--- src/rtl/timecode_bcd_seq_if.sv ---
// Handshake and data bundle for timecode_bcd_seq.
// master: the requester (drives counts, channel select and start).
// slave : the converter (returns busy/done and the registered BCD result).
interface timecode_bcd_seq_if #(
  parameter int NCH   = 2,
  parameter int SEL_W = 1
);
  logic [NCH*32-1:0] ch_in;
  logic [SEL_W-1:0]  ch_sel;
  logic              start;
  logic              busy;
  logic              done;
  logic [31:0]       bcd_out;
  logic              ovf;
  logic [7:0]        blank;

  modport master (
    output ch_in, ch_sel, start,
    input  busy, done, bcd_out, ovf, blank
  );

  modport slave (
    input  ch_in, ch_sel, start,
    output busy, done, bcd_out, ovf, blank
  );
endinterface

--- src/rtl/timecode_bcd_seq.sv ---
// timecode_bcd_seq: multi-channel centisecond count -> HH:MM:SS:CC BCD converter.
// Converts by repeated subtraction (hours, then minutes, then seconds), then
// splits each binary field into two BCD digits. Counts of 100 h or more
// saturate to 99:59:59:99 with ovf set. Results are held until the next done.
// Optional build macro: LEADING_ZERO_BLANK_EN enables the leading-zero blank
// mask on H1..S1; without it blank is constant zero.
module timecode_bcd_seq #(
  parameter int NCH   = 2,
  parameter int SEL_W = 1
) (
  input logic          clk,
  input logic          rst,
  timecode_bcd_seq_if.slave bus
);

  localparam logic [31:0] SAT_LIMIT   = 32'd36_000_000;
  localparam logic [31:0] HOUR_CS     = 32'd360_000;
  localparam logic [31:0] MIN_CS      = 32'd6_000;
  localparam logic [31:0] SEC_CS      = 32'd100;
  localparam logic [31:0] SAT_PATTERN = 32'h9959_5999;

  typedef enum logic [2:0] {
    IDLE,
    HRS,
    MIN,
    SEC,
    SPLIT,
    SAT
  } state_t;

  state_t      state_reg, state_next;
  logic [31:0] rem_reg, rem_next;
  logic [6:0]  h_reg, h_next;
  logic [6:0]  m_reg, m_next;
  logic [6:0]  s_reg, s_next;
  logic        sat_wait_reg, sat_wait_next;
  logic        busy_reg, busy_next;
  logic        done_reg, done_next;
  logic [31:0] bcd_reg, bcd_next;
  logic        ovf_reg, ovf_next;
  logic        accept;
  logic [31:0] sel_word;
  logic [31:0] split_word;
  logic [31:0] ch_word [NCH];

  // Binary 0..99 to two BCD digits by bounded repeated subtraction of ten.
  function automatic logic [7:0] to_bcd2(input logic [6:0] v);
    logic [3:0] tens;
    logic [6:0] ones;
    tens = 4'd0;
    ones = v;
    for (int k = 0; k < 9; k++) begin
      if (ones >= 7'd10) begin
        ones = ones - 7'd10;
        tens = tens + 4'd1;
      end
    end
    return {tens, ones[3:0]};
  endfunction

  // Unpack the flat channel bus into one 32-bit word per channel.
  for (genvar gi = 0; gi < NCH; gi++) begin : g_ch
    assign ch_word[gi] = bus.ch_in[32*gi +: 32];
  end

  // Channel mux; an out-of-range select falls back to channel 0.
  always_comb begin
    sel_word = ch_word[0];
    for (int k = 1; k < NCH; k++) begin
      if (int'(bus.ch_sel) == k) begin
        sel_word = ch_word[k];
      end
    end
  end

  // In SPLIT the remainder is below 100, so its low 7 bits are the centiseconds.
  assign split_word = {to_bcd2(h_reg), to_bcd2(m_reg), to_bcd2(s_reg), to_bcd2(rem_reg[6:0])};

`ifdef LEADING_ZERO_BLANK_EN
  logic [7:0] blank_reg, blank_next;

  // Blank leading zero digits from H1 down; S0, C1 and C0 always stay lit.
  function automatic logic [7:0] lead_blank(input logic [31:0] d);
    logic [7:0] m;
    logic       lead;
    m    = 8'h00;
    lead = 1'b1;
    for (int i = 7; i >= 3; i--) begin
      if (lead && (d[4*i +: 4] == 4'd0)) begin
        m[i] = 1'b1;
      end else begin
        lead = 1'b0;
      end
    end
    return m;
  endfunction

  // Blank mask register, updated only alongside bcd_out.
  always_ff @(posedge clk) begin
    if (rst) begin
      blank_reg <= 8'h00;
    end else begin
      blank_reg <= blank_next;
    end
  end

  assign bus.blank = blank_reg;
`else
  assign bus.blank = 8'h00;
`endif

  // Next-state and datapath: subtraction loop, digit split, saturation and accept.
  always_comb begin
    state_next    = state_reg;
    rem_next      = rem_reg;
    h_next        = h_reg;
    m_next        = m_reg;
    s_next        = s_reg;
    sat_wait_next = sat_wait_reg;
    busy_next     = busy_reg;
    done_next     = 1'b0;
    bcd_next      = bcd_reg;
    ovf_next      = ovf_reg;
`ifdef LEADING_ZERO_BLANK_EN
    blank_next    = blank_reg;
`endif
    accept        = 1'b0;

    unique case (state_reg)
      IDLE: begin
        accept = bus.start;
      end
      HRS: begin
        if (rem_reg >= HOUR_CS) begin
          rem_next = rem_reg - HOUR_CS;
          h_next   = h_reg + 7'd1;
        end else begin
          state_next = MIN;
        end
      end
      MIN: begin
        if (rem_reg >= MIN_CS) begin
          rem_next = rem_reg - MIN_CS;
          m_next   = m_reg + 7'd1;
        end else begin
          state_next = SEC;
        end
      end
      SEC: begin
        if (rem_reg >= SEC_CS) begin
          rem_next = rem_reg - SEC_CS;
          s_next   = s_reg + 7'd1;
        end else begin
          state_next = SPLIT;
        end
      end
      SPLIT: begin
        bcd_next   = split_word;
        ovf_next   = 1'b0;
`ifdef LEADING_ZERO_BLANK_EN
        blank_next = lead_blank(split_word);
`endif
        done_next  = 1'b1;
        busy_next  = 1'b0;
        state_next = IDLE;
        // The edge that returns to IDLE may also take the next request.
        accept     = bus.start;
      end
      SAT: begin
        // Overflow path spends one wait cycle so its latency is a fixed two edges.
        if (sat_wait_reg) begin
          sat_wait_next = 1'b0;
        end else begin
          bcd_next   = SAT_PATTERN;
          ovf_next   = 1'b1;
`ifdef LEADING_ZERO_BLANK_EN
          blank_next = 8'h00;
`endif
          done_next  = 1'b1;
          busy_next  = 1'b0;
          state_next = IDLE;
          accept     = bus.start;
        end
      end
      default: begin
        state_next = IDLE;
      end
    endcase

    if (accept) begin
      rem_next  = sel_word;
      h_next    = 7'd0;
      m_next    = 7'd0;
      s_next    = 7'd0;
      busy_next = 1'b1;
      if (sel_word >= SAT_LIMIT) begin
        state_next    = SAT;
        sat_wait_next = 1'b1;
      end else begin
        state_next    = HRS;
        sat_wait_next = 1'b0;
      end
    end
  end

  // State and datapath registers; reset aborts any conversion without a done.
  always_ff @(posedge clk) begin
    if (rst) begin
      state_reg    <= IDLE;
      rem_reg      <= 32'd0;
      h_reg        <= 7'd0;
      m_reg        <= 7'd0;
      s_reg        <= 7'd0;
      sat_wait_reg <= 1'b0;
      busy_reg     <= 1'b0;
      done_reg     <= 1'b0;
      bcd_reg      <= 32'd0;
      ovf_reg      <= 1'b0;
    end else begin
      state_reg    <= state_next;
      rem_reg      <= rem_next;
      h_reg        <= h_next;
      m_reg        <= m_next;
      s_reg        <= s_next;
      sat_wait_reg <= sat_wait_next;
      busy_reg     <= busy_next;
      done_reg     <= done_next;
      bcd_reg      <= bcd_next;
      ovf_reg      <= ovf_next;
    end
  end

  assign bus.busy    = busy_reg;
  assign bus.done    = done_reg;
  assign bus.bcd_out = bcd_reg;
  assign bus.ovf     = ovf_reg;

endmodule

--- src/flat_wrapper.sv ---
// flat-port wrapper written by rule: the top's interface ports become plain ports
module timecode_bcd_seq_flat 
#(
  parameter int NCH   = 2,
  parameter int SEL_W = 1
)
  (clk, rst, bus_ch_in, bus_ch_sel, bus_start, bus_busy, bus_done, bus_bcd_out, bus_ovf, bus_blank);
  timecode_bcd_seq_if #(.NCH(NCH), .SEL_W(SEL_W)) bus_i ();
  input logic clk;
  input logic rst;
  input wire logic [$bits(bus_i.ch_in)-1:0] bus_ch_in;
  input wire logic [$bits(bus_i.ch_sel)-1:0] bus_ch_sel;
  input wire logic [$bits(bus_i.start)-1:0] bus_start;
  output wire logic [$bits(bus_i.busy)-1:0] bus_busy;
  output wire logic [$bits(bus_i.done)-1:0] bus_done;
  output wire logic [$bits(bus_i.bcd_out)-1:0] bus_bcd_out;
  output wire logic [$bits(bus_i.ovf)-1:0] bus_ovf;
  output wire logic [$bits(bus_i.blank)-1:0] bus_blank;
  assign bus_i.ch_in = bus_ch_in;
  assign bus_i.ch_sel = bus_ch_sel;
  assign bus_i.start = bus_start;
  assign bus_busy = bus_i.busy;
  assign bus_done = bus_i.done;
  assign bus_bcd_out = bus_i.bcd_out;
  assign bus_ovf = bus_i.ovf;
  assign bus_blank = bus_i.blank;
  timecode_bcd_seq #(.NCH(NCH), .SEL_W(SEL_W)) u_core (.clk(clk), .rst(rst), .bus(bus_i));
endmodule
--- config.mk ---
export PLATFORM = sky130hd
export DESIGN_NAME = timecode_bcd_seq_flat
export DESIGN_NICKNAME = d
export VERILOG_FILES = /design/src/rtl/timecode_bcd_seq_if.sv /design/src/rtl/timecode_bcd_seq.sv /design/src/flat_wrapper.sv
export SDC_FILE = /design/constraint.sdc
export NUM_CORES = 1
export LEC_CHECK = 0
export CAP_MARGIN = 20
export CORE_ASPECT_RATIO = 1.2
export CORE_MARGIN = 10
export CORE_UTILIZATION = 35
export DETAILED_ROUTE_END_ITERATION = 12
export PLACE_DENSITY = 0.55
export SYNTH_ARGS = -nofsm -noshare
export SYNTH_HDL_FRONTEND = slang
export SYNTH_SLANG_ARGS = --single-unit
--- constraint.sdc ---
create_clock -name clk -period 13.95 [get_ports clk]
set_input_delay 4.185 -clock clk [delete_from_list [all_inputs] [get_ports clk]]
set_output_delay 4.185 -clock clk [all_outputs]
set_load 0.02 [all_outputs]
======== Yosys cells after proc, flatten, opt, wreduce, memory -nomap -nowiden ========
Cells that the tools add are included.
operators by class
  add/subtract/negate cells ............... 74
  magnitude comparators ................... 40
  equal/unequal tests ..................... 14
  multiplexer cells ....................... 99
  reduce and logical (&&, ||, !) cells .... 14
operators by type and width
  kind                                                    count
  >= comparator 7 x 4 -> 1 bit (second input constant)    36
  two-way mux 7 bit                                       32
  subtractor 7 x 4 -> 7 bit (second input constant)       32
  two-way mux 32 bit                                      6
  two-way mux 4 bit                                       36
  adder 4 x 1 -> 4 bit (second input constant)            28
  case mux 32 bit (3 select lines)                        1
  case mux 32 bit (2 select lines)                        1
  >= comparator 32 x 13 -> 1 bit (second input constant)  1
  >= comparator 32 x 19 -> 1 bit (second input constant)  1
  >= comparator 32 x 26 -> 1 bit (second input constant)  1
  >= comparator 32 x 7 -> 1 bit (second input constant)   1
  subtractor 32 x 13 -> 32 bit (second input constant)    1
  subtractor 32 x 19 -> 32 bit (second input constant)    1
  subtractor 32 x 7 -> 32 bit (second input constant)     1
  adder 7 x 1 -> 7 bit (second input constant)            3
  two-way mux 3 bit                                       6
  subtractor 4 bit (second input constant)                4
  case mux 3 bit (5 select lines)                         1
  two-way mux 1 bit                                       12
  AND reduction 2 bit                                     5
  inequality test 3 x 1 -> 1 bit (second input constant)  3
  inequality test 3 x 2 -> 1 bit (second input constant)  3
  adder 1 x 1 -> 2 bit (second input constant)            4
  14 further kinds                                        21
word-level totals
  flip-flop bits (word level) ............. 92
  bits of input ports ..................... 68
  output and inout bits ................... 43
  word-level logic and storage cells ...... 251

======== Depth between registers and ports, before layout ========
Gate-level depths: netlist of the first run.
  depth in word-level cells ............... 19
  gate-level depth with buffers ........... 65
  gate-level depth less buffers ........... 62

======== Worst setup path after synthesis of the first run ========
OpenSTA, ideal clock, no wires.
  path kind ............................... register -> register
  start point ............................. reg u_core.rem_reg[1]
  end point ............................... reg u_core.bcd_reg[7], in the netlist u_core.bus.bcd_out[7]
  library setup time ...................... 0.135 ns
  arrival time ............................ 11.788 ns
  data required time ...................... 13.815 ns
  path slack .............................. 2.027 ns
  stages on the path, launching flop included .. 60
  buffers on the path ..................... 3
  cell sequence ........................... dfxtp_1 > buf_4 > inv_1 > ha_1 > nand2b_1 > nand3_4 > inv_4 > xnor2_1 > ha_1 > nor2b_1 > nor3_1 > a311o_1 > and2_1 > mux2i_1 > inv_1 > ha_1 > nand2b_1 > a21oi_1 > (+24 left out) > a2111o_1 > a31oi_2 > xor2_1 > inv_1 > ha_1 > nor2b_1 > inv_1 > o221ai_1 > a2111o_1 > buf_4 > xnor2_1 > ha_1 > o31ai_1 > a41o_1 > o21ai_0 > a31oi_1 > xnor2_1 > a211oi_2
between the ends
  longest elaborated chain between the ends .. 19
  elaborated cells on any way between the ends .. 43
RTL lines
  element                                                                    line                                            text
  from (decl)                                                                timecode_bcd_seq.sv:32                          logic [31:0] rem_reg, rem_next;
  from (signal assigned)                                                     timecode_bcd_seq.sv:221                         rem_reg <= rem_next;
  subtractor 7 x 4 -> 7 bit or >= comparator 7 x 4 -> 1 bit (tied branches)  timecode_bcd_seq.sv:54, timecode_bcd_seq.sv:53
  two-way mux 7 bit or two-way mux 1 bit (tied branches)                     timecode_bcd_seq.sv:53                          if (ones >= 7'd10) begin
  subtractor 7 x 4 -> 7 bit, or another cell as far along                    timecode_bcd_seq.sv:54                          ones = ones - 7'd10;
  two-way mux 7 bit or two-way mux 4 bit (tied branches)                     timecode_bcd_seq.sv:53
  subtractor 7 x 4 -> 7 bit, or another cell as far along                    timecode_bcd_seq.sv:54
  two-way mux 7 bit or two-way mux 4 bit (tied branches)                     timecode_bcd_seq.sv:53
  subtractor 7 x 4 -> 7 bit, or another cell as far along                    timecode_bcd_seq.sv:54
  two-way mux 7 bit or two-way mux 4 bit (tied branches)                     timecode_bcd_seq.sv:53
  (+3 left out)                                                              --
  two-way mux 7 bit or two-way mux 4 bit (tied branches)                     timecode_bcd_seq.sv:53
  subtractor 7 x 4 -> 7 bit, or another cell as far along                    timecode_bcd_seq.sv:54
  two-way mux 7 bit or two-way mux 4 bit (tied branches)                     timecode_bcd_seq.sv:53
  subtractor 7 x 4 -> 7 bit, or another cell as far along                    timecode_bcd_seq.sv:54
  two-way mux 7 bit or two-way mux 4 bit (tied branches)                     timecode_bcd_seq.sv:53
  >= comparator 7 x 4 -> 1 bit or adder 4 x 1 -> 4 bit (tied branches)       timecode_bcd_seq.sv:53, timecode_bcd_seq.sv:55
  two-way mux 4 bit *                                                        timecode_bcd_seq.sv:53
  case mux 32 bit (2 select lines) *                                         timecode_bcd_seq.sv:129                         unique case (state_reg)
  to (signal assigned)                                                       timecode_bcd_seq.sv:228                         bcd_reg <= bcd_next;
  to (decl)                                                                  timecode_bcd_seq.sv:39                          logic [31:0] bcd_reg, bcd_next;
Mark *: on every way between the ends. The rest lies on a longest branch, timed or not.
A chain may end at the register's enable or synchronous reset.

======== Worst setup path after layout of the first run ========
  start point ............................. reg u_core.rem_reg[2]
  end point ............................... reg u_core.bcd_reg[7], in the netlist u_core.bus.bcd_out[7]
Same word-level chain as after synthesis.

==> metrics.txt, run 1 <==
# TYPE chip_impl_metric gauge
chip_impl_info{name="status",value="completed"} 1
chip_impl_metric{name="worst-r2r-setup-slack",unit="ns"} 0.95
chip_impl_metric{name="postRouteWirelength",unit="microns"} 49900
chip_impl_info{name="setup.worst_path.end",value="u_core.bus.bcd_out[7]"} 1
chip_impl_info{name="setup.worst_path.start_class",value="flip-flop"} 1
chip_impl_metric{name="path_max_fanout",unit=""} 10
chip_impl_metric{name="maxClockFrequency",unit="MHz"} 76.9
chip_impl_metric{name="maximum_level_of_the_cts_h_tree",unit=""} 3
chip_impl_metric{name="antenna_found_initial",unit=""} 0
chip_impl_info{name="crit_slowest_cell",value="sky130_fd_sc_hd__a2111o_1"} 1
chip_impl_metric{name="clock_sinks",unit=""} 92
chip_impl_info{name="top_post_synthesis_cells_by_area",value="sky130_fd_sc_hd__dfxtp_1, sky130_fd_sc_hd__ha_1, sky130_fd_sc_hd__nor2_1"} 1
chip_impl_metric{name="cap_violations",unit=""} 0
chip_impl_metric{name="drt_first_iter_violations",unit=""} 1041
chip_impl_metric{name="syn_area",unit="sq um"} 15900
chip_impl_info{name="critical_path_type",value="reg -> reg"} 1
chip_impl_metric{name="io-pin-count",unit=""} 111
chip_impl_metric{name="fin_worst_skew",unit="ns"} 0.00921
chip_impl_info{name="crit_path_frequent_cell",value="sky130_fd_sc_hd__ha_1"} 1
chip_impl_info{name="synth_common_cells",value="sky130_fd_sc_hd__nor2_1, sky130_fd_sc_hd__nand2_1, sky130_fd_sc_hd__o21ai_0"} 1
chip_impl_metric{name="first_global_vias",unit=""} 15917
chip_impl_metric{name="nFillCells",unit=""} 4769
chip_impl_metric{name="postCtsHoldBufs",unit=""} 0
chip_impl_info{name="ys_dominant_reg_cell",value="sky130_fd_sc_hd__dfxtp_1"} 1
chip_impl_metric{name="tritoncts_buffers",unit=""} 9
chip_impl_metric{name="crit_arrival",unit="ns"} 13.29
chip_impl_metric{name="post_synthesis_sequential_area_ratio",unit="%"} 11.6
chip_impl_metric{name="detail_route.wl_per_cell",unit="microns"} 17.3
chip_impl_metric{name="post_synth_inst_count",unit=""} 2226
chip_impl_metric{name="detail_route.drc_violations",unit=""} 0
chip_impl_metric{name="worst_slew_margin_rel",unit="%"} 24.7
chip_impl_metric{name="die_h",unit="microns"} 253
chip_impl_info{name="worstSetupEndpointType",value="flip-flop"} 1
chip_impl_metric{name="track_usage",unit="%"} 17.5
chip_impl_metric{name="yosys_warnings",unit=""} 0
chip_impl_metric{name="cp_data_required_time",unit="ns"} 14.24
chip_impl_metric{name="area.growth.synth_to_final",unit="%"} 12.3
chip_impl_info{name="critPathLaunch",value="u_core.rem_reg[2]"} 1
chip_impl_metric{name="synth_async_sr_flop_share",unit="%"} 0
chip_impl_info{name="rr_endpoint",value="u_core.bus.bcd_out[7]"} 1
chip_impl_info{name="r2r_start",value="u_core.rem_reg[2]"} 1
chip_impl_metric{name="grt-ovfl-total",unit=""} 0
chip_impl_metric{name="clk_transition_reported_paths",unit="ns"} 0.07
chip_impl_info{name="tritoncts",value="built"} 1
chip_impl_metric{name="summed_negative_setup_slack_over_all_endpoints",unit="ns"} 0
chip_impl_metric{name="rows",unit=""} 85
chip_impl_metric{name="gp_congestion",unit=""} 0.888
chip_impl_metric{name="report.final.slew_viol_count",unit=""} 0
chip_impl_metric{name="layout.cell_area.non_filler",unit="sq um"} 17800
chip_impl_metric{name="yosys_register_bits",unit=""} 92
chip_impl_metric{name="dp.final_hpwl",unit="microns"} 39300
chip_impl_metric{name="netlist.area_leader.share",unit="%"} 11.6
chip_impl_metric{name="grt_max_degree",unit=""} 50
chip_impl_metric{name="worst_r2r_path_depth",unit=""} 56
chip_impl_metric{name="timing_worst_slew_pin_value",unit="ns"} 1.11
chip_impl_metric{name="finalSetupViolCount",unit=""} 0
chip_impl_metric{name="placedInstanceArea",unit="sq um"} 17300
chip_impl_metric{name="crit_path_max_incr_delay",unit="ns"} 0.58
chip_impl_info{name="synthMostInstantiatedCell",value="sky130_fd_sc_hd__nor2_1"} 1
chip_impl_metric{name="clock_insertion_delay_worst_skew",unit="ns"} 0.37
chip_impl_metric{name="coreArea",unit="sq um"} 44900
chip_impl_metric{name="period_share",unit="%"} 93.2
chip_impl_metric{name="drtAntennaViolNets",unit=""} 0
chip_impl_metric{name="die_area",unit="sq um"} 54300
chip_impl_metric{name="ctsLongestPathBuffers",unit=""} 2
chip_impl_info{name="ctsRootBufferMaster",value="sky130_fd_sc_hd__clkbuf_16"} 1
chip_impl_metric{name="detailedRoute.firstPassIterationCount",unit=""} 9
chip_impl_metric{name="synth.avg_cell_area",unit="sq um"} 7.12
chip_impl_info{name="synth.largest_area_cell",value="sky130_fd_sc_hd__dfxtp_1"} 1
chip_impl_metric{name="finalNetCount",unit=""} 2430
chip_impl_info{name="hold_path.class",value="reg -> reg"} 1
chip_impl_metric{name="detail_route.vias_per_cell",unit=""} 5.89
chip_impl_metric{name="insertedDiodeCount",unit=""} 0
chip_impl_metric{name="die-width",unit="microns"} 214
chip_impl_metric{name="placement.io_buffers",unit=""} 102
chip_impl_metric{name="ys_types",unit=""} 118
chip_impl_metric{name="synth_enable_flop_cells",unit=""} 0
chip_impl_metric{name="final_layout_size_suffix_gt1_share",unit="%"} 9.17
chip_impl_metric{name="finalHoldViolations",unit=""} 0
chip_impl_metric{name="fin_crit",unit="ns"} 13.00
chip_impl_metric{name="grt_first_pass_wirelength",unit="microns"} 81800
chip_impl_metric{name="vias",unit=""} 17013
chip_impl_metric{name="initial_core_util",unit="%"} 35.3
## worst min path at each step
stage / slack, ns / cells past startpoint / end / start
3_5_place_dp: 0.45 / 2 / u_core.bus.bcd_out[29] / u_core.bus.bcd_out[29]
5_1_grt: 0.48 / 2 / u_core.bus.bcd_out[13] / u_core.bus.bcd_out[13]
2_1_floorplan: 0.47 / 2 / u_core.sat_wait_reg / u_core.sat_wait_reg
4_1_cts: 0.46 / 2 / u_core.bus.bcd_out[13] / u_core.bus.bcd_out[13]
3_3_place_gp: 0.44 / 2 / u_core.bus.bcd_out[29] / u_core.bus.bcd_out[29]
6_report: 0.45 / 2 / u_core.bus.bcd_out[13] / u_core.bus.bcd_out[13]
## final cells by class
| cell class | instances | area, sq um | area share, % |
|---|---|---|---|
| timing repair buffer | 135 | 1260 | 7.08 |
| clock buffer | 13 | 270 | 1.52 |
| inverter | 98 | 370 | 2.08 |
| multi-input combinational | 1937 | 13300 | 74.6 |
| clock inverter | 3 | 20.0 | 0.112 |
| tap | 609 | 762 | 4.28 |
| sequential | 92 | 1840 | 10.4 |
## per-stage QoR
step / worst slack (ns) / cells / hold slack [ns] / utilization (%)
final: 0.946 / 2887 / 0.453 / 39.7
after floorplan: 2.03 / 2233 / 0.470 / -
after detailed placement: -0.0163 / 2863 / 0.448 / 38.6
after CTS: 0.223 / 2879 / 0.458 / 39.3
after global placement: 0.0679 / 2861 / 0.439 / 38.6
after global routing: -0.00611 / 2887 / 0.480 / 39.7
## logic make-up after synthesis
kind of cell | Yosys count | synth area share, %
AOI/OAI and AO/OA | 762 | 34.6
xor gates and xnor gates | 129 | 7.47
adders and majority gates | 89 | 7.02
buffers and inverters | 204 | 5.56
DFF | 92 | 11.6
muxes | 102 | 6.75
other | 1 | 0.0236
and+or+nand+nor | 847 | 27.0
## routing by layer
layer	global-route usage [%]	share of wire, %	vias up
met4	4.14	1.3	0
met1	22.1	46	8048
met2	31.1	49	391
met3	1.99	3.6	61
met5	0	0	-
li1	-	-	8513
## cells in the final DEF, fill, tap and decap left out, types with 17 or more instances in the layout
master	Yosys	final
sky130_fd_sc_hd__nor2_1	214	212
sky130_fd_sc_hd__nand2_1	196	196
sky130_fd_sc_hd__o21ai_0	147	145
sky130_fd_sc_hd__a21oi_1	135	134
sky130_fd_sc_hd__clkdlybuf4s50_1	0	100
sky130_fd_sc_hd__inv_1	92	92
sky130_fd_sc_hd__dfxtp_1	92	91
sky130_fd_sc_hd__nor3_1	92	89
sky130_fd_sc_hd__xnor2_1	90	89
sky130_fd_sc_hd__ha_1	89	89
sky130_fd_sc_hd__nand3_1	66	66
sky130_fd_sc_hd__mux2i_1	62	62
sky130_fd_sc_hd__a211oi_1	58	56
sky130_fd_sc_hd__mux2_2	39	39
sky130_fd_sc_hd__a31oi_1	35	35
sky130_fd_sc_hd__nand2b_1	34	34
sky130_fd_sc_hd__xor2_1	34	33
sky130_fd_sc_hd__nor2b_1	32	32
sky130_fd_sc_hd__o211ai_1	31	31
sky130_fd_sc_hd__buf_4	16	31
sky130_fd_sc_hd__o21a_1	29	29
sky130_fd_sc_hd__o22ai_1	29	29
sky130_fd_sc_hd__or3_1	28	28
sky130_fd_sc_hd__and3_1	28	28
sky130_fd_sc_hd__and2_1	25	25
sky130_fd_sc_hd__nand4_1	24	24
sky130_fd_sc_hd__a21o_1	21	21
sky130_fd_sc_hd__nor4_1	21	21
sky130_fd_sc_hd__o21ai_1	20	19
sky130_fd_sc_hd__or2_2	19	19
sky130_fd_sc_hd__a22oi_1	17	17
## critical path: cells and delay by family (launching register included)
family	cells	cell delay, ns
adders and majority gates	9	1.97
buffers and inverters	8	0.87
AOI/OAI and AO/OA	18	5.32
DFF	1	0.47
and+or+nand+nor	13	2.42
muxes	1	0.21
xor gates and xnor gates	7	1.62
## what timing repair did
item,CTS,global route
pin swaps,0,3
setup endpoints to repair,1,25
setup buffers,0,8
gates resized for setup,1,20
cloned,0,0
Power of run 1 is not shown: default switching activity piles up to over one toggle a cycle in this logic, so the estimate is an artifact.
==> run 2: changes to the inputs <==
--- a/config.mk
+++ b/config.mk
@@ -8,9 +8,9 @@
 export CAP_MARGIN = 20
 export CORE_ASPECT_RATIO = 1.2
 export CORE_MARGIN = 10
-export CORE_UTILIZATION = 35
+export CORE_UTILIZATION = 62
 export DETAILED_ROUTE_END_ITERATION = 12
-export PLACE_DENSITY = 0.55
+export PLACE_DENSITY = 0.86
 export SYNTH_ARGS = -nofsm -noshare
 export SYNTH_HDL_FRONTEND = slang
 export SYNTH_SLANG_ARGS = --single-unit
==> metrics.txt, run 2 (synthesis results as in run 1) <==
# TYPE chip_impl_metric gauge
chip_impl_metric{name="postCtsHoldBufs",unit=""} 0
chip_impl_metric{name="maxClockFrequency",unit="MHz"} 77.3
chip_impl_metric{name="area.growth.synth_to_final",unit="%"} 10.4
chip_impl_metric{name="first_global_vias",unit=""} 16511
chip_impl_metric{name="rows",unit=""} 64
chip_impl_metric{name="drt_first_iter_violations",unit=""} 1547
chip_impl_metric{name="crit_path_max_incr_delay",unit="ns"} 0.58
chip_impl_info{name="crit_path_frequent_cell",value="sky130_fd_sc_hd__ha_1"} 1
chip_impl_metric{name="initial_core_util",unit="%"} 62.5
chip_impl_info{name="worstSetupEndpointType",value="flip-flop"} 1
chip_impl_info{name="final_common_cell",value="sky130_fd_sc_hd__nor2_1"} 1
chip_impl_metric{name="drtAntennaViolNets",unit=""} 0
chip_impl_metric{name="path_max_fanout",unit=""} 10
chip_impl_metric{name="finalHoldViolations",unit=""} 0
chip_impl_metric{name="clk_transition_reported_paths",unit="ns"} 0.07
chip_impl_info{name="ctsRootBufferMaster",value="sky130_fd_sc_hd__clkbuf_16"} 1
chip_impl_metric{name="maximum_level_of_the_cts_h_tree",unit=""} 3
chip_impl_metric{name="period_share",unit="%"} 92.8
chip_impl_info{name="setup.worst_path.start_class",value="flip-flop"} 1
chip_impl_metric{name="timing.critical_path.buf_inv",unit=""} 9
chip_impl_metric{name="worst_slew_margin_rel",unit="%"} 29.2
chip_impl_info{name="worst_hold_startpoint",value="u_core.bus.bcd_out[9]"} 1
chip_impl_info{name="rr_endpoint",value="u_core.bus.bcd_out[7]"} 1
chip_impl_metric{name="detail_route.drc_violations",unit=""} 0
chip_impl_info{name="status",value="completed"} 1
chip_impl_metric{name="worst_r2r_path_depth",unit=""} 58
chip_impl_info{name="tritoncts",value="built"} 1
chip_impl_metric{name="detail_route.vias_per_cell",unit=""} 6.72
chip_impl_metric{name="final.hold.worst_slack",unit="ns"} 0.448
chip_impl_metric{name="die_h",unit="microns"} 195
chip_impl_metric{name="gp_congestion",unit=""} 0.949
chip_impl_metric{name="clock_insertion_delay_worst_skew",unit="ns"} 0.38
chip_impl_metric{name="timing_worst_slew_pin_value",unit="ns"} 1.06
chip_impl_metric{name="antenna_found_initial",unit=""} 0
chip_impl_metric{name="detailedRoute.firstPassIterationCount",unit=""} 5
chip_impl_metric{name="dp.final_hpwl",unit="microns"} 35700
chip_impl_metric{name="crit_arrival",unit="ns"} 13.15
chip_impl_metric{name="grt_first_pass_wirelength",unit="microns"} 77700
chip_impl_info{name="hold_path.class",value="reg -> reg"} 1
chip_impl_metric{name="fin_worst_skew",unit="ns"} 0.0173
chip_impl_metric{name="grt-ovfl-total",unit=""} 0
chip_impl_metric{name="hold_path_depth",unit=""} 2
chip_impl_info{name="layout.cells.most_common_list",value="sky130_fd_sc_hd__nor2_1, sky130_fd_sc_hd__nand2_1, sky130_fd_sc_hd__o21ai_0"} 1
chip_impl_metric{name="clock_sinks",unit=""} 92
chip_impl_metric{name="report.final.slew_viol_count",unit=""} 0
chip_impl_metric{name="vias",unit=""} 17504
chip_impl_metric{name="cp_data_required_time",unit="ns"} 14.16
chip_impl_metric{name="ctsLongestPathBuffers",unit=""} 2
chip_impl_info{name="crit_slowest_cell",value="sky130_fd_sc_hd__a2111o_1"} 1
chip_impl_metric{name="finalNetCount",unit=""} 2428
chip_impl_metric{name="tritoncts_buffers",unit=""} 9
chip_impl_metric{name="final_layout_size_suffix_gt1_share",unit="%"} 9.45
chip_impl_metric{name="io-pin-count",unit=""} 111
chip_impl_info{name="min_to",value="u_core.bus.bcd_out[9]"} 1
chip_impl_metric{name="fin_crit",unit="ns"} 12.94
chip_impl_metric{name="track_usage",unit="%"} 26.7
chip_impl_metric{name="die_area",unit="sq um"} 32400
chip_impl_metric{name="cap_violations",unit=""} 0
chip_impl_metric{name="insertedDiodeCount",unit=""} 0
chip_impl_metric{name="die-width",unit="microns"} 166
chip_impl_info{name="critical_path_type",value="reg -> reg"} 1
chip_impl_metric{name="postRouteWirelength",unit="microns"} 46100
chip_impl_info{name="cpLargestDelayFamily",value="compound AO/OA/AOI/OAI gates"} 1
chip_impl_metric{name="worst-r2r-setup-slack",unit="ns"} 1.01
chip_impl_info{name="r2r_start",value="u_core.rem_reg[2]"} 1
chip_impl_metric{name="placement.io_buffers",unit=""} 102
chip_impl_metric{name="finalSetupViolCount",unit=""} 0
chip_impl_metric{name="detail_route.wl_per_cell",unit="microns"} 17.7
chip_impl_metric{name="coreArea",unit="sq um"} 25400
chip_impl_metric{name="grt_max_degree",unit=""} 62
[run 2: cell types whose count changed in the layout (fill, tap and decap cells not counted), sizes merged]
cell           before  now
clkbuf             13    9
clkdlybuf4s18       0    1
clkinvlp            2    1
buf                35   32
inv                97  100
clkinv              2    4
[run 2: worst max path at each step]
stage                                  from                     end  cells after the start
final                     u_core.rem_reg[2]   u_core.bus.bcd_out[7]                     58
after global routing        u_core.s_reg[2]  u_core.bus.bcd_out[15]                     61
after CTS                   u_core.s_reg[2]  u_core.bus.bcd_out[13]                     60
after detailed placement    u_core.s_reg[2]  u_core.bus.bcd_out[13]                     60
after global placement      u_core.s_reg[2]  u_core.bus.bcd_out[13]                     60
after floorplan           u_core.rem_reg[1]   u_core.bus.bcd_out[7]                     59
[run 2: area by class of cell]
class                      instances  area (sq um)
fill                            2187          7870
sequential                        92          1840
multi-input combinational       1937         13300
clock inverter                     7          77.6
tap                              330           413
timing repair buffer             133          1260
inverter                          98           370
clock buffer                       9           225
[run 2: per-stage QoR]
step	util, %	std cells	cell area [sq um]	setup TNS (ns)	setup slack, ns
2_1_floorplan	-	2233	15900	0	2.03
3_3_place_gp	66.7	2575	16900	0	0.500
3_5_place_dp	66.7	2576	16900	0	0.317
4_1_cts	67.9	2592	17200	0	0.249
5_1_grt	69.0	2606	17500	-0.0467	-0.0375
6_report	69.0	2606	17500	0	1.01
[run 2: metal layers]
layer	wire (microns)	global-route usage, %	vias up
met5	0	0	-
met1	19700	32.7	8210
met2	22600	47.4	663
met4	1250	9.63	0
met3	2610	2.79	121
li1	-	-	8510
[run 2: tightest hold or removal path, cell delays in order, from the launching register on]
cell                      delay (ns)
sky130_fd_sc_hd__dfxtp_1        0.31
sky130_fd_sc_hd__nand2_1        0.05
sky130_fd_sc_hd__o21ai_1        0.05
[run 2: what timing repair did]
item / in CTS / in global routing
endpoints found under the setup margin: 0 / 23
hold endpoints to repair: 0 / 0
buffers inserted: 0 / 11
resized for setup: 0 / 28
Power of run 2 is left out for the same reason.
